File: src/rtl/regbank_arbiter.sv
// regbank_arbiter
//   Round-robin arbiter and sequencer for a bank of 8 single-bit-style
//   registers that share a D input and a tri-state Q bus. One read or write
//   is in flight at a time. Every output is driven from a flop, so the bank
//   control lines never glitch on requester inputs.
//
// Ports
//   Clock           system clock, rising edge
//   Reset           synchronous active-high reset
//   Tick            global advance; the FSM only moves on edges with Tick=1
//   Req/ReqWrite    per-requester request level and direction (1 = write)
//   ReqAddr         3-bit register index per requester, packed
//   ReqData         write data per requester, packed
//   BusQ            shared register output bus
//   Grant           one-hot owner, held through ACCESS and DONE
//   Done            completion pulse to the owner (held while stalled)
//   RdData          last value read from the bus
//   RegD            common D to all registers
//   RegClockEnable  per-register write enable, at most one high
//   RegCs           per-register deselect (1 = high-Z), at most one low
module regbank_arbiter #(
    parameter int NrOfRequesters = 4,
    parameter int NrOfBits       = 8
) (
    input  logic                               Clock,
    input  logic                               Reset,
    input  logic                               Tick,
    input  logic [NrOfRequesters-1:0]          Req,
    input  logic [NrOfRequesters-1:0]          ReqWrite,
    input  logic [3*NrOfRequesters-1:0]        ReqAddr,
    input  logic [NrOfBits*NrOfRequesters-1:0] ReqData,
    input  logic [NrOfBits-1:0]                BusQ,
    output logic [NrOfRequesters-1:0]          Grant,
    output logic [NrOfRequesters-1:0]          Done,
    output logic [NrOfBits-1:0]                RdData,
    output logic [NrOfBits-1:0]                RegD,
    output logic [7:0]                         RegClockEnable,
    output logic [7:0]                         RegCs
);

    localparam int PtrW = $clog2(NrOfRequesters);

    typedef enum logic [1:0] {IDLE, ACCESS, DONE} state_t;

    // Unpacked views of the flattened request buses.
    logic [NrOfRequesters-1:0][2:0]          req_addr;
    logic [NrOfRequesters-1:0][NrOfBits-1:0] req_data;

    for (genvar g = 0; g < NrOfRequesters; g++) begin : g_unpack
        assign req_addr[g] = ReqAddr[3*g +: 3];
        assign req_data[g] = ReqData[NrOfBits*g +: NrOfBits];
    end

    state_t                    state_q, state_n;
    logic [PtrW-1:0]           ptr_q, ptr_n;
    logic [PtrW-1:0]           win_q, win_n;
    logic                      wr_q, wr_n;
    logic [2:0]                addr_q, addr_n;
    logic [NrOfRequesters-1:0] grant_n, done_n;
    logic [NrOfBits-1:0]       rddata_n, regd_n;
    logic [7:0]                ce_n, cs_n;

    // Round-robin pick: first set Req at ptr, ptr+1, ... wrapping at
    // NrOfRequesters (which need not be a power of two).
    logic            any_req;
    logic [PtrW-1:0] pick;

    always_comb begin
        logic [PtrW-1:0] cand;
        any_req = 1'b0;
        pick    = '0;
        cand    = '0;
        for (int k = 0; k < NrOfRequesters; k++) begin
            cand = PtrW'((int'(ptr_q) + k) % NrOfRequesters);
            if (!any_req && Req[cand]) begin
                any_req = 1'b1;
                pick    = cand;
            end
        end
    end

    always_ff @(posedge Clock) begin
        if (Reset) begin
            state_q        <= IDLE;
            ptr_q          <= '0;
            win_q          <= '0;
            wr_q           <= 1'b0;
            addr_q         <= '0;
            Grant          <= '0;
            Done           <= '0;
            RdData         <= '0;
            RegD           <= '0;
            RegClockEnable <= '0;
            RegCs          <= 8'hFF;
        end else begin
            state_q        <= state_n;
            ptr_q          <= ptr_n;
            win_q          <= win_n;
            wr_q           <= wr_n;
            addr_q         <= addr_n;
            Grant          <= grant_n;
            Done           <= done_n;
            RdData         <= rddata_n;
            RegD           <= regd_n;
            RegClockEnable <= ce_n;
            RegCs          <= cs_n;
        end
    end

    // Next-state and next-output logic. Outputs are computed one state
    // ahead so they land in flops together with the state they belong to.
    always_comb begin
        state_n  = state_q;
        ptr_n    = ptr_q;
        win_n    = win_q;
        wr_n     = wr_q;
        addr_n   = addr_q;
        grant_n  = Grant;
        done_n   = Done;
        rddata_n = RdData;
        regd_n   = RegD;
        ce_n     = RegClockEnable;
        cs_n     = RegCs;

        if (Tick) begin
            unique case (state_q)
                IDLE: begin
                    if (any_req) begin
                        state_n       = ACCESS;
                        win_n         = pick;
                        wr_n          = ReqWrite[pick];
                        addr_n        = req_addr[pick];
                        grant_n       = '0;
                        grant_n[pick] = 1'b1;
                        ce_n          = '0;
                        cs_n          = 8'hFF;
                        if (ReqWrite[pick]) begin
                            regd_n                 = req_data[pick];
                            ce_n[req_addr[pick]]   = 1'b1;
                        end else begin
                            cs_n[req_addr[pick]]   = 1'b0;
                        end
                    end
                end
                ACCESS: begin
                    // The register captures RegD on this same edge for a
                    // write; for a read the selected register is on BusQ.
                    state_n        = DONE;
                    done_n         = '0;
                    done_n[win_q]  = 1'b1;
                    ce_n           = '0;
                    cs_n           = 8'hFF;
                    if (!wr_q) rddata_n = BusQ;
                end
                DONE: begin
                    state_n = IDLE;
                    ptr_n   = (win_q == PtrW'(NrOfRequesters - 1)) ? '0 : win_q + 1'b1;
                    grant_n = '0;
                    done_n  = '0;
                end
                default: state_n = IDLE;
            endcase
        end
    end

endmodule

File: config.mk
export PLATFORM = sky130hd
export DESIGN_NAME = regbank_arbiter
export DESIGN_NICKNAME = d
export VERILOG_FILES = /design/src/rtl/regbank_arbiter.sv
export SDC_FILE = /design/constraint.sdc
export NUM_CORES = 1
export LEC_CHECK = 0
export ABC_CLOCK_PERIOD_IN_PS = 4350
export CAP_MARGIN = 20
export CORE_MARGIN = 3
export CORE_UTILIZATION = 35
export CTS_CLUSTER_DIAMETER = 150
export CTS_CLUSTER_SIZE = 25
export DETAILED_ROUTE_END_ITERATION = 8
export HOLD_SLACK_MARGIN = 0.15
export PLACE_DENSITY = 0.68
export SLEW_MARGIN = 20
export SYNTH_ARGS = -nofsm -noshare
export SYNTH_HDL_FRONTEND = slang
export SYNTH_SLANG_ARGS = --single-unit
export TNS_END_PERCENT = 10
File: constraint.sdc
create_clock -name Clock -period 4.35 [get_ports Clock]
set_input_delay 1.305 -clock Clock [delete_from_list [all_inputs] [get_ports Clock]]
set_output_delay 1.305 -clock Clock [all_outputs]
set_load 0.02 [all_outputs]
* Yosys cells after proc, flatten, opt, wreduce, memory -nomap -nowiden *
Index checks and enable logic that the tools add are counted.

cells by class
  equal/unequal tests = 4
  $add $sub $neg = 4
  multiplexer cells = 40
  reductions and logical operators = 21
  magnitude comparators = 10
  bitwise operators = 2

operators by type and width
  cell                                                                                  count
  8-bit 2-to-1 mux                                                                      5
  8-bit case mux with 2 select lines                                                    2
  2-bit by 3-bit < comparator with 1-bit output (second input constant)                 6
  8-bit binary-select mux with 2-bit select                                             1
  4-bit case mux with 2 select lines                                                    2
  1-bit 2-to-1 mux                                                                      12
  2-bit 2-to-1 mux                                                                      6
  3-bit AND reduction                                                                   4
  1-bit binary-select mux with 2-bit select                                             5
  8-bit NOT                                                                             1
  3-bit binary-select mux with 2-bit select                                             1
  1-bit logical AND                                                                     6
  2-bit AND reduction                                                                   3
  2-bit nonzero test                                                                    3
  2-bit by 1-bit adder with 2-bit output (second input constant)                        2
  2-bit adder (second input constant)                                                   2
  1-bit demux with 2-bit select                                                         2
  2-bit equality test (second input constant)                                           2
  2-bit by 1-bit greater-or-equal comparator with 1-bit output (second input constant)  2
  3-bit by 4-bit < comparator with 1-bit output (second input constant)                 1
  4-bit 2-to-1 mux                                                                      1
  2-bit case mux with 2 select lines                                                    1
  4-bit AND reduction                                                                   1
  1-bit demux with 3-bit select                                                         1
  other kinds (7)                                                                       9

storage, ports and cells
  output and inout bits = 40
  input bits = 63
  word-level logic and storage cells = 91
  flip-flop bits (word level) = 47

* Logic depth before layout (Yosys ltp) *
  word-level depth = 22
  gate-level depth with buffers = 8
  depth with buffers taken out = 8

* Least setup slack after synthesis *
OpenSTA, ideal clock, no wires.

  kind = in2reg
  from = input port Req[0]
  to = register RegCs[0]
  slack = 1.185 ns
  buffers on the path = 1
  data arrival time = 3.043 ns
  cell stages on the path = 7
  setup time = 0.122 ns
  data required time = 4.228 ns
  path through = nor2b_1 > o21ba_2 > nor2_2 > mux4_2 > buf_6 > or2_1 > o32a_1

on the way
  word-level cells in the longest chain between the ends = 22
  elaborated cells between the ends (all ways) = 37
  those cells by class = 2 x order compare; 1 x eq/ne; 25 x mux; 1 x bitwise; 8 x reduce/logical

RTL lines
  element                                                                                                                                                     RTL line  RTL
  from (decl)                                                                                                                                                 28        input logic [NrOfRequesters-1:0] Req,
  1-bit binary-select mux with 2-bit select                                                                                                                   75        if (!any_req && Req[cand]) begin
  1-bit 2-to-1 mux (implied by the code)                                                                                                                      75
  1-bit 2-to-1 mux                                                                                                                                            75
  1-bit logical NOT                                                                                                                                           75
  1-bit logical AND                                                                                                                                           75
  1-bit 2-to-1 mux                                                                                                                                            75
  1-bit logical NOT                                                                                                                                           75
  1-bit logical AND                                                                                                                                           75
  [... 6 more ...]                                                                                                                                            --
  3-bit by 4-bit < comparator with 1-bit output (implied by the code) / 3-bit by 1-bit greater-or-equal comparator with 1-bit output (equally long branches)  141       cs_n[req_addr[pick]] = 1'b0;
  1-bit logical AND (implied by the code)                                                                                                                     141
  1-bit 2-to-1 mux (implied by the code)                                                                                                                      141
  1-bit demux with 3-bit select                                                                                                                               141
  8-bit NOT (no line)                                                                                                                                         --
  8-bit 2-to-1 mux                                                                                                                                            137       if (ReqWrite[pick]) begin
  8-bit 2-to-1 mux                                                                                                                                            128       if (any_req) begin
  8-bit case mux with 2 select lines                                                                                                                          126       unique case (state_q)
  to (signal assigned)                                                                                                                                        106       RegCs <= cs_n;
  to (decl)                                                                                                                                                   38        output logic [7:0] RegCs

Parallel ways exist; a longest one is shown, timed or not. The select of a mux whose other input is x is not followed.
A chain may end at the register's enable or synchronous reset.

* Worst setup path after layout *
  from = input port Req[1]
  to = register RegClockEnable[0]

on the way
  word-level cells in the longest chain between the ends = 21
  elaborated cells between the ends (all ways) = 36
  those cells by class = 2 x order compare; 1 x eq/ne; 25 x mux; 8 x reduce/logical

RTL lines
  element                                                                                                                                                     RTL line  RTL
  1-bit binary-select mux with 2-bit select                                                                                                                   75
  1-bit 2-to-1 mux (implied by the code)                                                                                                                      75
  1-bit 2-to-1 mux                                                                                                                                            75
  1-bit logical NOT                                                                                                                                           75
  1-bit logical AND                                                                                                                                           75
  1-bit 2-to-1 mux                                                                                                                                            75
  1-bit logical NOT                                                                                                                                           75
  1-bit logical AND                                                                                                                                           75
  [... 5 more ...]                                                                                                                                            --
  3-bit 2-to-1 mux (implied by the code)                                                                                                                      139       ce_n[req_addr[pick]] = 1'b1;
  3-bit by 4-bit < comparator with 1-bit output (implied by the code) / 3-bit by 1-bit greater-or-equal comparator with 1-bit output (equally long branches)  139
  1-bit logical AND (implied by the code)                                                                                                                     139
  1-bit 2-to-1 mux (implied by the code)                                                                                                                      139
  1-bit demux with 3-bit select                                                                                                                               139
  8-bit 2-to-1 mux                                                                                                                                            137
  8-bit 2-to-1 mux                                                                                                                                            128
  8-bit case mux with 2 select lines                                                                                                                          126
  to (signal assigned)                                                                                                                                        105       RegClockEnable <= ce_n;
  to (decl)                                                                                                                                                   37        output logic [7:0] RegClockEnable,

Parallel ways exist; a longest one is shown, timed or not. The select of a mux whose other input is x is not followed.

==> impl_metrics.env <==
export IMPL_status="finished, final reports clean"
export IMPL_maxSlewViolCount=0
export IMPL_synthesis_area_um2=2400
export IMPL_fmax_mhz=276
export IMPL_yosysSeqAreaShare_pct=39.2
export IMPL_synth_cell_types=41
export IMPL_yosysMostFrequentCell="dfxtp_1"
export IMPL_root_buffer="clkbuf_8"
export IMPL_cts_tree="yes"
export IMPL_maxCapViolations=0
export IMPL_combPwrFrac_pct=24.9
export IMPL_finalSetupViolations=0
export IMPL_diodes=0
export IMPL_die_w_um=88.8
export IMPL_max_vdd_ir_drop_v=0.000172
export IMPL_slew_headroom_pct=49.7
export IMPL_die_h_um=88.8
export IMPL_hold_buffers=0
export IMPL_ys_flop_type="dfxtp_1"
export IMPL_path_clk_slew_ns=0.08
export IMPL_post_cts_buffers=0
export IMPL_dieArea_um2=7890
export IMPL_dpl_worst_slack_ns=0.436
export IMPL_synth_top_area_share_pct=39.2
export IMPL_routed_wirelength_um=6440
export IMPL_finalSetupTns_ns=0
export IMPL_postSynthCellCount=259
export IMPL_grt_pass1_vias=2100
export IMPL_ctsHtreeMaxLevel=2
export IMPL_switching_power_mw=0.274
export IMPL_ant_nets=0
export IMPL_area_delta_synth_final_pct=50.1
export IMPL_rsz0062_at_grt="no"
export IMPL_gp_congestion=0.754
export IMPL_syn_avg_cell_area_um2=9.27
export IMPL_finalCritPeriodShare_pct=83.2
export IMPL_setup_ws_ns=0.731
export IMPL_grt_remaining_overflow=0
export IMPL_holdWs_ns=0.453
export IMPL_core_area_um2=6490
export IMPL_utilization_pct=55.4
export IMPL_grt_start_max_net_pins=41
export IMPL_drive_gt1_share_pct=6.67
export IMPL_seq_power_share_pct=44.7
export IMPL_clock_power_share_pct=30.4
export IMPL_ys_warn_count=0
export IMPL_synth_edf_count=0
export IMPL_p_sw_share_pct=26.8
export IMPL_antenna_found_initial=0
export IMPL_cts_buffer_depth=2
export IMPL_n_fill_cell=592
export IMPL_grtUsageTotal_pct=16.0
export IMPL_end_kind="flop"
export IMPL_worst_pin_slew_ns=0.734
export IMPL_hold_violations=0
export IMPL_pin_count=103
export IMPL_wire_per_inst_um=14.7
export IMPL_ctsResizeCount=0
export IMPL_num_vias=2243
export IMPL_nNetsFinal=430
export IMPL_io_buffers=102
export IMPL_drc=0
export IMPL_grt_pass1_wl_um=9870
export IMPL_viasPerCell=5.13
export IMPL_power_leakage_nw=1.39
export IMPL_numCtsBuffers=5
export IMPL_powerDensity_nw_per_um2=284
export IMPL_drt_initial_drc_count=73
export IMPL_slowest_delay_ns=0.70
export IMPL_ys_async_sr_fraction_pct=0
export IMPL_synth_area_top_cells="dfxtp_1 39%, mux2i_1 15%, a21oi_1 5.6%"
export IMPL_ys_ff_latch=47
export IMPL_p_int_mw=0.748
export IMPL_synth_commonest_cells="47 x dfxtp_1, 36 x mux2i_1, 27 x a21oi_1, 26 x nor2_1, 20 x nand2_1"
export IMPL_fin_crit_ns=3.62
export IMPL_clkSinkCount=47
export IMPL_cp_slowest_cell="mux4_2"
export IMPL_critPathKind="primary input to flop"
export IMPL_worst_endpoint_required_ns=4.58
export IMPL_worstSkewPairLatency_ns=0.30
export IMPL_yosys_area_top_type="dfxtp_1"
export IMPL_critPathLaunchType="primary input"
export IMPL_path_cells="clkdlybuf4s50_1, a21boi_1, o221ai_4, mux4_2, or4b_1, a21oi_1"
export IMPL_syn_nets=329
export IMPL_dp_hpwl_um=4940
export IMPL_cp_max_fo=13
export IMPL_fin_skew_ns=0.00581
export IMPL_start_util_pct=36.9
export IMPL_total_power_mw=1.02
export IMPL_cp_arrival_ns=3.85
export IMPL_min_path_type="flop to flop"
export IMPL_row_count=29
export IMPL_first_pass_iters=4
-- final timing paths --
check / slack (ns) / from / end / depth (start not counted)
setup / recovery: 0.73 / Req[1] / RegClockEnable[0] / 6
hold / removal: 0.45 / RegClockEnable[2] / RegClockEnable[2] / 2
setup reg to reg: 1.83 / ptr_q[1] / RegClockEnable[0] / 5
hold reg to reg: 0.45 / RegClockEnable[2] / RegClockEnable[2] / 2
-- per-layer routing --
layer,wire (µm),up-vias,GRT usage (%)
li1,-,1135,-
met4,77,0,4.26
met2,3220,56,28.0
met1,2820,1044,19.8
met3,328,8,3.45
met5,0,-,0
-- cell type report --
type	count	area, µm²	area share (%)
Clock buffer	6	72.6	2.02
Clock inverter	1	30.0	0.834
Inverter	4	15.0	0.417
Multi-Input combinational cell	193	1370	38.1
Sequential cell	47	941	26.1
Tap cell	77	96.3	2.68
Timing Repair Buffer	109	1070	29.8
-- layout by cell type (no fill, tap or decap), types with 5 or more instances in the layout --
cell type,Yosys,final
nand2_1,20,20
nand3_1,11,11
o21ai_0,11,11
ha_1,7,7
mux2i_1,36,36
clkbuf_8,0,5
a21oi_1,27,27
dfxtp_1,47,47
nor2_1,26,26
buf_4,1,7
clkdlybuf4s50_1,0,102
-- power by group through the flow --
stage          Combinational (mW)  Sequential, mW  Clock, mW
2_1_floorplan               0.126           0.482          0
5_1_grt                     0.277           0.459      0.333
4_1_cts                     0.257           0.457      0.317
3_5_place_dp                0.255           0.466          0
3_3_place_gp                0.252           0.466          0
6_report                    0.255           0.457      0.310
-- critical path: cells and delay by family --
| family | cells | cell delay [ns] |
|---|---|---|
| multiplexers | 1 | 0.70 |
| buffers and inverters | 1 | 0.50 |
| AO/OA/AOI/OAI | 3 | 0.83 |
| AND/OR/NAND/NOR | 1 | 0.50 |
-- stage by stage --
stage | instances | cell area [µm²]
finish | 437 | 3600
floorplan | 259 | 2400
CTS | 437 | 3600
global placement | 430 | 3500
global route | 437 | 3600
detailed placement | 430 | 3500
-- sequential cells by signal, summed over array words and instances (netlist names) --
register / flops
ptr_q: 2
wr_q: 1
RegClockEnable: 8
win_q: 2
state_q: 2
Done: 4
Grant: 4
RegD: 8
RdData: 8
RegCs: 8
-- kinds of logic (layout without fill, tap and decap cells) --
logic type | count (synthesis) | after routing | synth area share [%]
AO/OA/AOI/OAI | 59 | 59 | 16.6
adder cells (fa/ha/maj) | 7 | 7 | 3.65
buffers and inverters | 19 | 120 | 3.60
flip-flops | 47 | 47 | 39.2
multiplexers | 40 | 40 | 18.3
AND/OR/NAND/NOR | 87 | 87 | 18.6
Note: power is estimated with default switching activity, not from simulation.
